===== src/rtl/seq_divider_if.sv =====
// seq_divider_if: EX-stage <-> divider handshake bundle.
//   signed_div_i : 1 = signed (DIV), 0 = unsigned (DIVU)
//   opdata1_i    : dividend
//   opdata2_i    : divisor
//   start_i      : request, held until ready_o is seen
//   annul_i      : cancel the current operation
//   result_o     : {remainder (HI), quotient (LO)}
//   ready_o      : result valid
// master = EX stage, slave = divider.
interface seq_divider_if #(
  parameter int unsigned WIDTH = 32
);
  logic               signed_div_i;
  logic [WIDTH-1:0]   opdata1_i;
  logic [WIDTH-1:0]   opdata2_i;
  logic               start_i;
  logic               annul_i;
  logic [2*WIDTH-1:0] result_o;
  logic               ready_o;

  modport master (
    output signed_div_i, opdata1_i, opdata2_i, start_i, annul_i,
    input  result_o, ready_o
  );

  modport slave (
    input  signed_div_i, opdata1_i, opdata2_i, start_i, annul_i,
    output result_o, ready_o
  );
endinterface


===== src/rtl/seq_divider.sv =====
// seq_divider: multi-cycle radix-2 restoring divider with MIPS sign rules.
//   clk    : clock, rising edge
//   rst    : asynchronous active-high reset
//   div_if : seq_divider_if slave (operands, start/annul, result/ready)
// One quotient bit per cycle; ready_o rises WIDTH edges after acceptance,
// or one edge after acceptance when the divisor is zero (result 0).
module seq_divider #(
  parameter int unsigned WIDTH = 32
) (
  input logic          clk,
  input logic          rst,
  seq_divider_if.slave div_if
);

  localparam int unsigned CNT_W = $clog2(WIDTH);

  typedef enum logic [1:0] {
    S_IDLE,
    S_DIVZERO,
    S_ON,
    S_END
  } state_t;

  state_t               state_q, state_d;
  logic [CNT_W-1:0]     cnt_q, cnt_d;
  logic [WIDTH-1:0]     quo_q, quo_d;       // |dividend| shifting out, quotient shifting in
  logic [WIDTH-1:0]     rem_q, rem_d;       // partial remainder
  logic [WIDTH-1:0]     divisor_q, divisor_d;
  logic                 neg_quo_q, neg_quo_d;
  logic                 neg_rem_q, neg_rem_d;
  logic [2*WIDTH-1:0]   result_q, result_d;
  logic                 ready_q, ready_d;

  logic [WIDTH:0]       rem_shift;
  logic [WIDTH-1:0]     rem_sub;
  logic                 ge;
  logic [WIDTH-1:0]     rem_nxt, quo_nxt;
  logic                 op1_neg, op2_neg;

  // Stored remainder is always < |divisor|, so it fits in WIDTH bits; only
  // the shifted intermediate needs the extra bit.
  always_comb begin
    rem_shift = {rem_q, quo_q[WIDTH-1]};
    ge        = rem_shift >= {1'b0, divisor_q};
    rem_sub   = rem_shift[WIDTH-1:0] - divisor_q;
    rem_nxt   = ge ? rem_sub : rem_shift[WIDTH-1:0];
    quo_nxt   = {quo_q[WIDTH-2:0], ge};
    op1_neg   = div_if.signed_div_i & div_if.opdata1_i[WIDTH-1];
    op2_neg   = div_if.signed_div_i & div_if.opdata2_i[WIDTH-1];
  end

  always_comb begin
    state_d   = state_q;
    cnt_d     = cnt_q;
    quo_d     = quo_q;
    rem_d     = rem_q;
    divisor_d = divisor_q;
    neg_quo_d = neg_quo_q;
    neg_rem_d = neg_rem_q;
    result_d  = result_q;
    ready_d   = ready_q;

    unique case (state_q)
      S_IDLE: begin
        if (div_if.start_i && !div_if.annul_i) begin
          neg_quo_d = op1_neg ^ op2_neg;
          neg_rem_d = op1_neg;
          quo_d     = op1_neg ? -div_if.opdata1_i : div_if.opdata1_i;
          divisor_d = op2_neg ? -div_if.opdata2_i : div_if.opdata2_i;
          rem_d     = '0;
          cnt_d     = '0;
          state_d   = (div_if.opdata2_i == '0) ? S_DIVZERO : S_ON;
        end
      end

      S_DIVZERO: begin
        result_d = '0;
        if (div_if.annul_i) begin
          ready_d = 1'b0;
          state_d = S_IDLE;
        end else begin
          ready_d = 1'b1;
          state_d = S_END;
        end
      end

      S_ON: begin
        if (div_if.annul_i) begin
          ready_d  = 1'b0;
          result_d = '0;
          state_d  = S_IDLE;
        end else begin
          rem_d = rem_nxt;
          quo_d = quo_nxt;
          cnt_d = cnt_q + CNT_W'(1);
          if (cnt_q == CNT_W'(WIDTH - 1)) begin
            result_d = {(neg_rem_q ? -rem_nxt : rem_nxt),
                        (neg_quo_q ? -quo_nxt : quo_nxt)};
            ready_d  = 1'b1;
            state_d  = S_END;
          end
        end
      end

      S_END: begin
        if (div_if.annul_i || !div_if.start_i) begin
          ready_d  = 1'b0;
          result_d = '0;
          state_d  = S_IDLE;
        end
      end

      default: state_d = S_IDLE;
    endcase
  end

  always_ff @(posedge clk or posedge rst) begin
    if (rst) begin
      state_q   <= S_IDLE;
      cnt_q     <= '0;
      quo_q     <= '0;
      rem_q     <= '0;
      divisor_q <= '0;
      neg_quo_q <= 1'b0;
      neg_rem_q <= 1'b0;
      result_q  <= '0;
      ready_q   <= 1'b0;
    end else begin
      state_q   <= state_d;
      cnt_q     <= cnt_d;
      quo_q     <= quo_d;
      rem_q     <= rem_d;
      divisor_q <= divisor_d;
      neg_quo_q <= neg_quo_d;
      neg_rem_q <= neg_rem_d;
      result_q  <= result_d;
      ready_q   <= ready_d;
    end
  end

  assign div_if.result_o = result_q;
  assign div_if.ready_o  = ready_q;

endmodule


===== src/flat_wrapper.sv =====
// flat-port wrapper written by rule: the top's interface ports become plain ports
module seq_divider_flat 
#(
  parameter int unsigned WIDTH = 32
)
  (clk, rst, div_if_signed_div_i, div_if_opdata1_i, div_if_opdata2_i, div_if_start_i, div_if_annul_i, div_if_result_o, div_if_ready_o);
  seq_divider_if #(.WIDTH(WIDTH)) div_if_i ();
  input logic clk;
  input logic rst;
  input wire logic [$bits(div_if_i.signed_div_i)-1:0] div_if_signed_div_i;
  input wire logic [$bits(div_if_i.opdata1_i)-1:0] div_if_opdata1_i;
  input wire logic [$bits(div_if_i.opdata2_i)-1:0] div_if_opdata2_i;
  input wire logic [$bits(div_if_i.start_i)-1:0] div_if_start_i;
  input wire logic [$bits(div_if_i.annul_i)-1:0] div_if_annul_i;
  output wire logic [$bits(div_if_i.result_o)-1:0] div_if_result_o;
  output wire logic [$bits(div_if_i.ready_o)-1:0] div_if_ready_o;
  assign div_if_i.signed_div_i = div_if_signed_div_i;
  assign div_if_i.opdata1_i = div_if_opdata1_i;
  assign div_if_i.opdata2_i = div_if_opdata2_i;
  assign div_if_i.start_i = div_if_start_i;
  assign div_if_i.annul_i = div_if_annul_i;
  assign div_if_result_o = div_if_i.result_o;
  assign div_if_ready_o = div_if_i.ready_o;
  seq_divider #(.WIDTH(WIDTH)) u_core (.clk(clk), .rst(rst), .div_if(div_if_i));
endmodule

===== config.mk =====
export PLATFORM = sky130hd
export DESIGN_NAME = seq_divider_flat
export DESIGN_NICKNAME = d
export VERILOG_FILES = /design/src/rtl/seq_divider_if.sv /design/src/rtl/seq_divider.sv /design/src/flat_wrapper.sv
export SDC_FILE = /design/constraint.sdc
export NUM_CORES = 1
export LEC_CHECK = 0
export BUFFER_PORTS_ARGS = -buffer_cell sky130_fd_sc_hd__buf_2
export CAP_MARGIN = 20
export CELL_PAD_IN_SITES_DETAIL_PLACEMENT = 1
export CELL_PAD_IN_SITES_GLOBAL_PLACEMENT = 2
export CORE_MARGIN = 4
export CORE_UTILIZATION = 35
export DETAILED_ROUTE_END_ITERATION = 12
export GPL_TIMING_DRIVEN = 0
export PLACE_DENSITY = 0.82
export SLEW_MARGIN = 40
export SYNTH_ARGS = -nofsm -noshare
export SYNTH_HDL_FRONTEND = slang
export SYNTH_SLANG_ARGS = --single-unit
export TNS_END_PERCENT = 1

===== constraint.sdc =====
create_clock -name clk -period 14.65 [get_ports clk]
set_input_delay 2.93 -clock clk [delete_from_list [all_inputs] [get_ports clk]]
set_output_delay 2.93 -clock clk [all_outputs]
set_load 0.01 [all_outputs]

# After elaboration in Yosys (flattened, before gate mapping)
# Index checks and enable logic that the tools add are counted.
# totals
reg_bits	170
memories	0
input_bits	69
rom_bits	0
latch_bits	0
ram_bits	0
# classes
bitwise_logic	3
div	0
add_sub_neg	6
n_shift	0
n_mul	0
mux	30
reduce_logical	12
n_lt_le_gt_ge	1
eq_ne	8
# ops
cell	count
$mux W32	9
$mux W64	3
$pmux W64 S3	1
$neg A32 Y32	4
$pmux W32 S2	2
$ge A33 B32 Y1	1
$logic_not A32 Y1	1
$sub A32 B32 Y32	1
$mux W2	6
$mux W5	2
$pmux W5 S2	1
$reduce_and A3 Y1	3
$pmux W2 S4	1
$add A5 B1 Y5 const B	1
$eq A5 B5 Y1 const B	1
$eq A2 B2 Y1 const B	2
$mux W1	4
$ne A2 B1 Y1 const B	2
$ne A3 B2 Y1 const B	1
$pmux W1 S3	1
$reduce_bool A3 Y1	1
$and A1 B1 Y1	2
$eq A2 B1 Y1 const B	1
$logic_not A1 Y1	2
other kinds (7)	7

# Longest topological paths before layout
# depth
word_depth	7
ltp_mapped	25
ltp_nobuf	20

# Worst setup path after synthesis
# OpenSTA, ideal clock, no wires.
# synth_timing
path_kind	in2reg
start	input div_if_opdata1_i[12]
end	register u_core.quo_q[30]
t_required_ns	14.516
slack_ns	9.094
stages	10
path_buffers	0
arrival_ns	5.422
cell_sequence	or4_1 -> or3_4 -> or4_4 -> or4_4 -> nor2_1 -> and2_1 -> a21oi_1 -> xor2_1 -> mux2i_1 -> o21ai_0
# synth_via
elab_chain_len	4
# synth_rtl
element	line	rtl
start, declared	flat_wrapper.sv:11	input wire logic [$bits(div_if_i.opdata1_i)-1:0] div_if_opdata1_i;
$neg A32 Y32	seq_divider.sv:68	quo_d = op1_neg ? -div_if.opdata1_i : div_if.opdata1_i;
$mux W32	seq_divider.sv:68	
$mux W32	seq_divider.sv:65	if (div_if.start_i && !div_if.annul_i) begin
$pmux W32 S2	seq_divider.sv:63	unique case (state_q)
end signal, assigned	seq_divider.sv:131	quo_q <= quo_d;
end, declared	seq_divider.sv:26	logic [WIDTH-1:0] quo_q, quo_d;
# No other way between the ends. The select of a mux whose other input is x is not followed.
# A chain may end at the register's enable or synchronous reset.

# Final worst setup path
# layout_timing
start	register u_core.rem_q[7]
end	register u_core.result_q[62], in the netlist u_core.div_if.result_o[62]
# layout_via
elab_chain_len	7
elab_cells_between_ends	8
cone_classes	add/sub: 2; order compare: 1; mux: 5
# layout_rtl
element	line	rtl
start, declared	seq_divider.sv:27	logic [WIDTH-1:0] rem_q, rem_d;
start signal, assigned	seq_divider.sv:132	rem_q <= rem_d;
$sub A32 B32 Y32 or $ge A33 B32 Y1 (tied branches)	seq_divider.sv:45, seq_divider.sv:44	
$mux W32 (*)	seq_divider.sv:46	rem_nxt = ge ? rem_sub : rem_shift[WIDTH-1:0];
$neg A32 Y32	seq_divider.sv:97	result_d = {(neg_rem_q ? -rem_nxt : rem_nxt),
$mux W32 (*)	seq_divider.sv:97	
$mux W64 (*)	seq_divider.sv:96	if (cnt_q == CNT_W'(WIDTH - 1)) begin
$mux W64 (*)	seq_divider.sv:88	if (div_if.annul_i) begin
$pmux W64 S3 (*)	seq_divider.sv:63	
end signal, assigned	seq_divider.sv:136	result_q <= result_d;
end, declared	seq_divider.sv:31	logic [2*WIDTH-1:0] result_q, result_d;
# Every way passes the cells marked *; elsewhere a longest branch is shown, timed or not. The select of a mux whose other input is x is not followed.

==> results_dict.tcl <==
set metrics [dict create \
    outcome "finished, final reports clean" \
    grt_pass1_vias 12700 \
    ir_drop_mv 0.115 \
    final_area_mm2 0.0145 \
    place_hpwl_um 37500 \
    grtUsageTotal_pct 23.8 \
    yosysWarnings 0 \
    hold_depth 2 \
    grt_max_degree 77 \
    overflow 0 \
    cp.required_ns 14.97 \
    final_max_slew_viol_count 0 \
    drive_above_1_share_pct 14.9 \
    setup_tns_ns 0 \
    numCtsBuffers 17 \
    die_area_mm2 0.0391 \
    nets 1808 \
    p_sw_share_pct 55.0 \
    fillers 4398 \
    crit_type "reg2reg" \
    synthFlopType "dfrtp_1" \
    synth_cell_type_count 104 \
    p_sw_uw 2260 \
    grt_use_met3_pct 2.59 \
    cp-start-kind "register" \
    port_buffers 133 \
    async_reset_ff_share_pct 100 \
    skew_ns 0.0176 \
    grt.busiest_layer "met2" \
    ant_nets 0 \
    hold_viol_final 0 \
    die_h_um 198 \
    leakagePower_uw 0.00635 \
    via_per_inst 5.66 \
    gp_congestion 0.900 \
    p_clk_share_pct 11.1 \
    hold_path.class "reg2reg" \
    cts_sinks 170 \
    postCtsSetupBuffers 0 \
    tightest_slew_ns 0.816 \
    cp_cell_sequence "ha_1 -> buf_2 -> nand4_1 -> nor4_1 -> nand4_1 -> o211ai_2 -> or2_4 -> buf_8 -> buf_4 -> buf_2 -> buf_2 -> a21oi_1 -> inv_1 -> ha_1 -> inv_1 -> nor4_1 -> mux2_2 -> o2111ai_1 -> nor4b_2 -> mux2i_1 -> nand3_1" \
    num_io_pins 134 \
    ys_ff_latch 170 \
    hold_end "u_core.div_if.result_o[20]$_DFFE_PP0P_" \
    cts_buffer_depth 2 \
    synthCells 1543 \
    critPathMostFrequentCell "buf_2" \
    rsz0062_at_grt "no" \
    grt_pass1_wl_um 74100 \
    use_met1_pct 35.4 \
    hold_path.startpoint "u_core.div_if.result_o[20]$_DFFE_PP0P_" \
    antennaDiodeCount 0 \
    relSlewSlack_pct 45.4 \
    cts_tree "done" \
    r2r-start "u_core.rem_q[7]$_DFFE_PP0P_" \
    crit_path_end_kind "register" \
    core_area_mm2 0.0356 \
    cts.clk_slew.worst_paths_ns 0.08 \
    r2r-end "u_core.div_if.result_o[62]$_DFFE_PP0P_" \
    critPathArrivalTime_ns 6.49 \
    crit_path_max_incr_delay_ns 0.53 \
    clk-insertion-delay-late_ns 0.45 \
    powerDensity_mw_per_mm2 284 \
    final-setup-viol-count 0 \
    reg2reg_depth 21 \
    start_util_pct 35.4 \
    root_buffer "clkbuf_16" \
    r2r_setup_slack_ns 8.49 \
    cap_violations 0 \
    syn-cell-area_mm2 0.0126 \
    placed_area_mm2 0.0139 \
    syn_avg_cell_area_um2 8.17 \
    finalCriticalPeriod_ns 6.16 \
    synth_edf_count 0 \
    drc 0 \
    drtIter0Drc 674 \
    seqPwrFrac_pct 21.5 \
    rows 69 \
    p_comb_share_pct 67.4 \
    cp_slowest_cell "dfrtp_1" \
    wl_um 46800 \
    cts_resized 0 \
    path_max_fanout 10 \
    ctsHoldBuffers 0 \
    max_freq_mhz 162 \
    mappedNetlistNets 1654 \
    finalCritPeriodShare_pct 42.1 \
    p_int_uw 1850 \
    die_w_um 198 \
    vias 12300 \
    areaGrowthSynthToFinish_pct 15.0 \
    first_pass_iters 4 \
    htree_levels 4 \
    ys_seq_area_share_pct 33.7 \
    antenna_found_initial 1 \
    wl_per_cell_um 21.6 \
    met2_usage_pct 37.8 \
]
## layout by cell type, fill, tap and decap left out, types with 17 or more instances in the layout
| cell type | count |
|---|---|
| buf_2 | 151 |
| a21oi_1 | 103 |
| nor2_1 | 88 |
| xor2_1 | 72 |
| dfrtp_1 | 170 |
| nor4_1 | 22 |
| xnor2_1 | 54 |
| o21ai_0 | 205 |
| inv_1 | 62 |
| ha_1 | 41 |
| clkbuf_1 | 49 |
| mux2i_1 | 20 |
| nand3_1 | 32 |
| nand2_1 | 238 |
| or3_1 | 22 |
| o31ai_1 | 25 |
| nor3_1 | 26 |
| clkbuf_16 | 17 |
## layer usage
layer	part of all wire, %	wire [um]
met1	50	23200
met2	46	21300
met3	3.6	1690
met4	1.3	599
met5	0	0
## worst max-delay path by stage
| stage | start | to | slack, ns | depth (start not counted) |
|---|---|---|---|---|
| floorplan | rst | u_core.cnt_q[0]$_DFFE_PP0P_ | 7.12 | 1 |
| global placement | rst | u_core.divisor_q[10]$_DFFE_PP0P_ | 4.85 | 2 |
| detailed placement | div_if_opdata1_i[12] | u_core.quo_q[28]$_DFFE_PP0P_ | 8.67 | 11 |
| CTS | u_core.rem_q[7]$_DFFE_PP0P_ | u_core.div_if.result_o[62]$_DFFE_PP0P_ | 8.68 | 21 |
| global route | u_core.rem_q[7]$_DFFE_PP0P_ | u_core.div_if.result_o[62]$_DFFE_PP0P_ | 8.19 | 21 |
| finish | u_core.rem_q[7]$_DFFE_PP0P_ | u_core.div_if.result_o[62]$_DFFE_PP0P_ | 8.49 | 21 |
## critical path: cells and delay by family, from the launching register on
| family | cells | cell delay (ns) |
|---|---|---|
| AND/OR/NAND/NOR | 7 | 2.29 |
| buffers and inverters | 7 | 1.34 |
| AO/OA/AOI/OAI | 3 | 0.74 |
| adder cells (fa/ha/maj) | 2 | 0.59 |
| flip-flops | 1 | 0.53 |
| multiplexers | 2 | 0.52 |
## power by group through the flow
stage               clock network [uW]  logic, uW  registers [uW]
floorplan                            0       1890             817
global placement                     0       2670             876
detailed placement                   0       2730             884
CTS                                465       2750             877
global route                       484       3040             903
finish                             458       2770             883
## cell families after synthesis
kind of cell    count (synthesis)  synth area share (%)
compound gates                491                  24.8
xor+xnor                      126                  8.75
fa+ha+maj                      42                  4.23
buf+inv                       145                  4.90
flops                         170                  33.7
mux                            24                  2.05
simple gates                  545                  21.5
## cell type report
cell class / instances / area [um^2] / area share (%)
Clock inverter: 14 / 150 / 1.04
Clock buffer: 18 / 429 / 2.96
Multi-Input combinational cell: 1228 / 7740 / 53.4
Timing Repair Buffer: 135 / 721 / 4.97
Sequential cell: 170 / 4250 / 29.3
Inverter: 64 / 249 / 1.72
Tap cell: 461 / 577 / 3.98
Buffer: 81 / 377 / 2.60
## per-stage QoR
step           std cells  hold slack [ns]  worst slack, ns  utilization [%]  total power, uW
2_1_floorplan       1543            0.445             7.12                -             2700
3_3_place_gp        2137            0.458             4.85             38.9             3550
3_5_place_dp        2139            0.465             8.67             39.1             3620
4_1_cts             2171            0.483             8.68             40.8             4090
5_1_grt             2171            0.505             8.19             40.8             4430
6_report            2171            0.476             8.49             40.8             4110
## state kept, by name (all words and copies together), names as in the netlist
register and flops:
u_core.neg_rem_q 1, u_core.neg_quo_q 1, u_core.div_if.ready_o 1, u_core.rem_q 32, u_core.divisor_q 32, u_core.div_if.result_o 64
u_core.cnt_q 5, u_core.state_q 2, u_core.quo_q 32
## synthesized netlist by cell type, drive strengths merged, types with 22 or more instances
master | n | area share (%)
a21oi | 106 | 4.3
buf | 32 | 1.5
clkbuf | 49 | 1.5
dfrtp | 170 | 34
ha | 41 | 4.1
inv | 63 | 1.9
mux2i | 22 | 1.9
nand2 | 239 | 7.2
nand3 | 33 | 1.3
nor2 | 89 | 2.7
nor3 | 28 | 1.2
nor4 | 24 | 1.4
o21ai | 215 | 8.6
o31ai | 25 | 1.5
or3 | 24 | 1.3
xnor2 | 54 | 3.8
xor2 | 72 | 5.0
Note: power is estimated with default switching activity, not from simulation.
